## config.mk

```make
export PLATFORM = sky130hd
export DESIGN_NAME = dmem_arbiter
export DESIGN_NICKNAME = d
export VERILOG_FILES = /design/src/rtl/dmem_arbiter.sv
export SDC_FILE = /design/constraint.sdc
export NUM_CORES = 1
export LEC_CHECK = 0
export ABC_AREA = 1
export BUFFER_PORTS_ARGS = -buffer_cell sky130_fd_sc_hd__buf_2
export CAP_MARGIN = 20
export CORE_UTILIZATION = 41
export DETAILED_ROUTE_END_ITERATION = 7
export PLACE_DENSITY = 0.77
export SETUP_SLACK_MARGIN = 0.1
export SYNTH_ARGS = -nofsm -noshare
export SYNTH_HDL_FRONTEND = slang
export SYNTH_SLANG_ARGS = --single-unit
```

## constraint.sdc

```tcl
create_clock -name clk -period 1.3 [get_ports clk]
set_input_delay 0 -clock clk [delete_from_list [all_inputs] [get_ports clk]]
set_output_delay 0 -clock clk [all_outputs]
set_load 0.01 [all_outputs]
```

## src/rtl/dmem_arbiter.sv

```systemverilog
// Two-port round-robin arbiter in front of the single-ported data memory (optional macro: DMEM_ARB_FIXED_PRIO_EN).
// Latency: request sampled at edge E -> gnt in cycle E+1 -> done (with rdata) in cycle E+2.
// Backpressure: requesters hold reqN with their command until gntN; one access per 2 cycles.
module dmem_arbiter #(
    parameter int DATA_WIDTH = 8,
    parameter int ADDR_BITS  = 5
) (
    input  logic                  clk,
    input  logic                  rst,
    input  logic                  req0,
    input  logic                  req1,
    input  logic                  we0,
    input  logic                  we1,
    input  logic [ADDR_BITS-1:0]  addr0,
    input  logic [ADDR_BITS-1:0]  addr1,
    input  logic [DATA_WIDTH-1:0] wdata0,
    input  logic [DATA_WIDTH-1:0] wdata1,
    output logic                  gnt0,
    output logic                  gnt1,
    output logic                  done0,
    output logic                  done1,
    output logic [DATA_WIDTH-1:0] rdata,
    output logic [ADDR_BITS-1:0]  mem_addr,
    output logic [DATA_WIDTH-1:0] mem_data_in,
    output logic                  mem_wen,
    input  logic [DATA_WIDTH-1:0] mem_data_out
);

    typedef enum logic [1:0] {
        S_IDLE  = 2'd0,
        S_ISSUE = 2'd1,
        S_RESP  = 2'd2
    } state_t;

    state_t                r_state;
    logic                  r_last;
    logic                  r_gnt0;
    logic                  r_gnt1;
    logic                  r_done0;
    logic                  r_done1;
    logic [ADDR_BITS-1:0]  r_mem_addr;
    logic [DATA_WIDTH-1:0] r_mem_data_in;
    logic                  r_mem_wen;

    logic                  w_any;
    logic                  w_win1;

    assign w_any = req0 | req1;

`ifdef DMEM_ARB_FIXED_PRIO_EN
    assign w_win1 = req1 & ~req0;
`else
    // On a tie the requester that was not served last wins.
    assign w_win1 = req1 & (~req0 | ~r_last);
`endif

    always_ff @(posedge clk or negedge rst) begin
        if (!rst) begin
            r_state       <= S_IDLE;
            r_last        <= 1'b1;
            r_gnt0        <= 1'b0;
            r_gnt1        <= 1'b0;
            r_done0       <= 1'b0;
            r_done1       <= 1'b0;
            r_mem_addr    <= '0;
            r_mem_data_in <= '0;
            r_mem_wen     <= 1'b0;
        end else begin
            case (r_state)
                S_IDLE, S_RESP: begin
                    r_done0 <= 1'b0;
                    r_done1 <= 1'b0;
                    if (w_any) begin
                        r_state       <= S_ISSUE;
                        r_mem_addr    <= w_win1 ? addr1  : addr0;
                        r_mem_data_in <= w_win1 ? wdata1 : wdata0;
                        r_mem_wen     <= w_win1 ? we1    : we0;
                        r_gnt0        <= ~w_win1;
                        r_gnt1        <= w_win1;
                        r_last        <= w_win1;
                    end else begin
                        r_state   <= S_IDLE;
                        r_gnt0    <= 1'b0;
                        r_gnt1    <= 1'b0;
                        r_mem_wen <= 1'b0;
                    end
                end
                S_ISSUE: begin
                    // r_last holds the requester granted on entry to ISSUE.
                    r_state   <= S_RESP;
                    r_gnt0    <= 1'b0;
                    r_gnt1    <= 1'b0;
                    r_mem_wen <= 1'b0;
                    r_done0   <= ~r_last;
                    r_done1   <= r_last;
                end
                default: begin
                    r_state       <= S_IDLE;
                    r_last        <= 1'b1;
                    r_gnt0        <= 1'b0;
                    r_gnt1        <= 1'b0;
                    r_done0       <= 1'b0;
                    r_done1       <= 1'b0;
                    r_mem_addr    <= '0;
                    r_mem_data_in <= '0;
                    r_mem_wen     <= 1'b0;
                end
            endcase
        end
    end

    assign gnt0        = r_gnt0;
    assign gnt1        = r_gnt1;
    assign done0       = r_done0;
    assign done1       = r_done1;
    assign mem_addr    = r_mem_addr;
    assign mem_data_in = r_mem_data_in;
    assign mem_wen     = r_mem_wen;
    assign rdata       = mem_data_out;

endmodule

```

; After elaboration in Yosys (flattened, before gate mapping)
; Cells that the tools add are included.
; Widths: inputs -> output; s select.
[totals]
reg_bits = 21
latchBits = 0
mem_bits_rw = 0
romBits = 0
input_bits = 40
out_inout_bits = 26
elab_cells = 41
n_memories = 0
[classes]
n_addsub = 0
n_mul = 0
n_div = 0
magnitude_cmp = 0
n_eq_ne = 3
shifts = 0
muxes = 19
bitwise_logic = 7
n_reduce_logical = 3
[ops]
columns = op, n
row1 = $mux 8, 2
row2 = $pmux 8 s2, 1
row3 = $mux 1, 11
row4 = $mux 5, 2
row5 = $pmux 5 s2, 1
row6 = $not 1->1, 4
row7 = $pmux 2 s2, 1
row8 = $eq 2x1->1 const B, 1
row9 = $eq 2x2->1 const B, 1
row10 = $logic_not 2->1, 1
row11 = $ne 2x2->1 const B, 1
row12 = $or 1x1->1, 2
row13 = $pmux 1 s2, 1
row14 = $reduce_and 2->1, 1
row15 = $reduce_or 2->1, 1
row16 = $and 1x1->1, 1

; Depth between registers and ports, before layout
[depth]
word_depth = 6
ltp_mapped = 7
depth_no_buf = 6

; Worst setup path after synthesis
; No wires, ideal clock.
[synth_timing]
path_kind = register to register
startpoint = register r_last
endpoint = register r_mem_addr[2] (netlist: mem_addr[2])
setup_ps = 65
arrival_ps = 1042
required_ps = 1235
path_slack_ps = 193
path_stages_with_launch = 8
n_path_buf = 1
synth_period_minus_slack_ps = 1107
path_cell_list = dfstp_2 nand2_2 nand2_2 buf_6 nand3_1 nand2_1 nand2_1 nand2_1
[synth_between]
elab_chain_cells = 6
[synth_rtl]
columns = element, line
row1 = "start, declared", 36  ; logic r_last;
row2 = "start signal, assigned", 80  ; r_last <= w_win1;
row3 = $not 1->1, 54  ; assign w_win1 = req1 & (~req0 | ~r_last);
row4 = $or 1x1->1, 54
row5 = $and 1x1->1, 54
row6 = $mux 5, 75  ; r_mem_addr <= w_win1 ? addr1 : addr0;
row7 = $mux 5, 73  ; if (w_any) begin
row8 = $pmux 5 s2, 69  ; case (r_state)
row9 = "end signal, assigned", 75
row10 = "end, declared", 41  ; logic [ADDR_BITS-1:0] r_mem_addr;
; No other way between the ends. The select of a mux whose other input is x is not followed.
; A chain may end at the register's enable or synchronous reset.

; Worst setup path after layout
[layout_timing]
startpoint = register r_last
endpoint = register r_mem_data_in[5] (netlist: mem_data_in[5])
[layout_between]
elab_chain_cells = 6
[layout_rtl]
columns = element, line
row1 = $not 1->1, 54
row2 = $or 1x1->1, 54
row3 = $and 1x1->1, 54
row4 = $mux 8, 76  ; r_mem_data_in <= w_win1 ? wdata1 : wdata0;
row5 = $mux 8, 73
row6 = $pmux 8 s2, 69
row7 = "end signal, assigned", 76
row8 = "end, declared", 42  ; logic [DATA_WIDTH-1:0] r_mem_data_in;
; No other way between the ends. The select of a mux whose other input is x is not followed.

==> results.md <==
- Outcome: finished, final reports clean
- Peak fanout along the critical path: 7
- Library cells used by synthesis: 17
- Max-cap violations: 0
- Post-synth ARST share: 100.0%
- Later-pin clock latency in the skew report: 300 ps
- Instance area at placement: 1241 um^2
- Number of I/O pins: 66
- Hold Vio Cnt, Final: 0
- Setup crit end kind: flop
- Summed area of non-filler cells in the final layout: about 1500 um^2
- CTS tree: done
- Worst slew slack as a fraction of its limit: 69.74%
- Classification of the worst setup path: flop to flop
- H-tree depth: 1
- Worst supply voltage drop on vdd: around 0.85 mV
- Areal power density over the cells: approximately 1200 nW/um^2
- Dominant register cell in the synthesized netlist: dfrtp_1
- Sequential cell area in the final layout: 526.8 um^2
- Worst Hold Path EP: rdata[2]
- Critical register-to-register path startpoint: r_last$_DFFE_PN1P_
- Most Frequent Cell on Critical Path: nand2_1
- Achievable frequency: 867.9 MHz
- Cell with the most instances after synthesis: nand2_1
- Final setup margin: 147.8 ps
- Number of max-slew violations in the final report: 0
- Worst EP arrival: 1350 ps
- Mapped Cells: ~120
- Final-layout fill cell count: 208
- Buffers plus inverters on the worst setup path: 1
- Maximum number of pins on one net before global-route repair: 24
- Required time reported for the critical path endpoint: around 1500 ps
- Synthesized cell area: 1044 um^2
- Clock-pin slew reported for the worst setup and hold paths after clock tree synthesis: 120 ps
- Pre-Repair DR Iteration Count: 4
- Unrepaired setup endpoints after global routing: true
- Top post-synthesis cells by count: nand2_1, nand3_1, dfrtp_1
- Die ar.: 2751 um^2
- Crit path max-delay cell type: dfstp_2
- Die height: 52.45 um
- Largest stage delay on the critical path: 580 ps
- Static leakage: 0.8179 nW
- Antenna cells: 0
- Area Overhead vs Synth: 39.69%
- Die Span X: 52.45 um
- Via count of the first global-routing pass: around 1,100
- Register bit total from synthesis: 21
- Setup clock skew after layout: between 1 and 1.5 ps
- Port Buf Inserts: 49
- Number of antenna violations at the first check in global routing: 0
- Kind of start point of the critical path: flop
- Root Driver: clkbuf_4
- Combined area of the multi-input logic cells: 434.2 um^2
- Routed wire length: 2.793 mm
- Final critical-path share of the clock period: 88.63%
- Core Region: about 2300 um^2
- Average wire per standard cell: 13.36 um
- Starting Density: 45.42%
- Destination of the worst register-to-register timing path: mem_data_in[5]$_DFFE_PN0P_
- DRT iter0 DRCs: 14
- Largest cells by area after synthesis: dfrtp_1, nand2_1, nand3_1
- Sum of negative setup slack: 0 ps
- Highest layer used for signal routing: met4
- Met2 WL post-DR: about 1.4 mm
- Via density: 5.172
- Cts bufs inserted: 3
- Worst setup slack after placement: 62.47 ps
- Vias: 1,081
- GRT Residual Overflow: 0
- Kind of cell adding the most delay to the critical path: flip-flops
- Post-DP HPWL: 1.949 mm
- EDFF count, synth: 0
- Maximum root-to-sink buffer count: 2
- Avg Inst Size Synth: about 8.4 um^2
- Residual antenna-violating net count after detailed routing: 0
- Min-Delay Path Depth: 0
- Hold_sp: mem_data_out[2]
- GP Congestion: 0.7902
- Min-Delay Path Class: input pin to primary output
- Final setup vio count: 0
- Worst setup slack for register-to-register paths: 150 ps
- Final layout net count: 222
- Sink Count: 21
- Syn_nets: 164
- Standard-cell rows: 17
- Post-synthesis sequential area ratio: between 50% and 60%
- Critical path, cell by cell: nand2_4 > buf_6 > nand4_1 > nand2_1 > nand2_1 > nand2_1
- Met1 Routed Length: 1.142 mm
- Overall global routing resource usage: 22.34%
- Met3 wirelength from detailed routing: 185 um
- Actual slew at the worst max-slew pin: 453.9 ps
- Global-route wire length before repair: 4.512 mm
- Synth warnings: 0
- Proportion of netlist area held by the largest area contributor: ~48%
- Layout cells sized above 1: approximately two fifths
- Final routed DRC violation total: 0
- Cell type contributing the most total cell area after synthesis: dfrtp_1
- Worst R2R Path Depth: 6
- Shortest period the worst path allows: 1152 ps
placed cells by master (no fill, tap or decap), types with 2 or more instances in the layout:
cell and instances:
buf_2 49, buf_4 2, buf_6 2, clkbuf_4 3, dfrtp_1 20, dlygate4sd3_1 13, inv_1 3, nand2_1 39
nand2_4 2, nand3_1 23, nand4_1 8, nor2_1 4, nor2_2 2, o21ai_2 2
how the worst max path moves through the flow:
stage | startpoint | to | cells after the start
final | r_last$_DFFE_PN1P_ | mem_data_in[5]$_DFFE_PN0P_ | 6
after global placement | r_last$_DFFE_PN1P_ | mem_addr[4]$_DFFE_PN0P_ | 5
after global routing | r_last$_DFFE_PN1P_ | mem_data_in[5]$_DFFE_PN0P_ | 6
after CTS | r_state[0]$_DFF_PN0_ | mem_data_in[5]$_DFFE_PN0P_ | 5
after detailed placement | r_last$_DFFE_PN1P_ | mem_data_in[7]$_DFFE_PN0P_ | 5
after floorplan | r_last$_DFFE_PN1P_ | mem_addr[2]$_DFFE_PN0P_ | 7
cell type report:
type / instances / area share (%)
Timing Repair Buffer: 66 / 28.33
Inverter: 5 / 1.459
Clock buffer: 3 / 1.545
Sequential cell: 21 / 36.14
Clock inverter: 1 / 0.3433
Multi-Input combinational cell: 85 / 29.79
Tap cell: 28 / 2.403
registers in the layout (all words and copies together) (netlist names):
register     cells
gnt0             1
mem_addr         5
mem_data_in      8
mem_wen          1
gnt1             1
r_last           1
done0            1
r_state          2
done1            1
per-stage QoR:
stage	util (%)	hold WS, ps	cells	power, W
finish	63.45	0.004443	209	0.001805
global route	63.45	0.01504	209	0.001926
CTS	61.33	0.06862	207	0.001763
detailed placement	54.03	-28.59	190	0.001421
global placement	54.03	-34.07	190	0.001397
floorplan	-	-295.6	124	0.001211
cell families (layout without fill, tap and decap cells):
kind of cell           Yosys count  count (layout)  share of synthesized area, %
AOI/OAI and AO/OA                5               5                         3.716
buffers and inverters           18              75                         11.15
DFF                             21              21                         50.48
and+or+nand+nor                 80              80                         34.65
metal layers:
layer  track usage (%)  vias up
met4             7.456        0
met1             26.30      511
met3             3.478        4
met2             40.72       48
li1                  -      518
met5                 0        -
power breakdown:
part           switching [W]  internal (W)
Sequential         0.0000803      0.000786
Clock               0.000194      0.000114
Combinational       0.000364      0.000267
Total               0.000638       0.00117
timing repair:
action	in CTS	in global routing
setup buffers	0	2
hold buffers	13	0
pin swaps	0	8
hold endpoints to repair	27	0
resized for setup	2	7
endpoints found under the setup margin	14	14
Power figures use the tool's default switching activity.
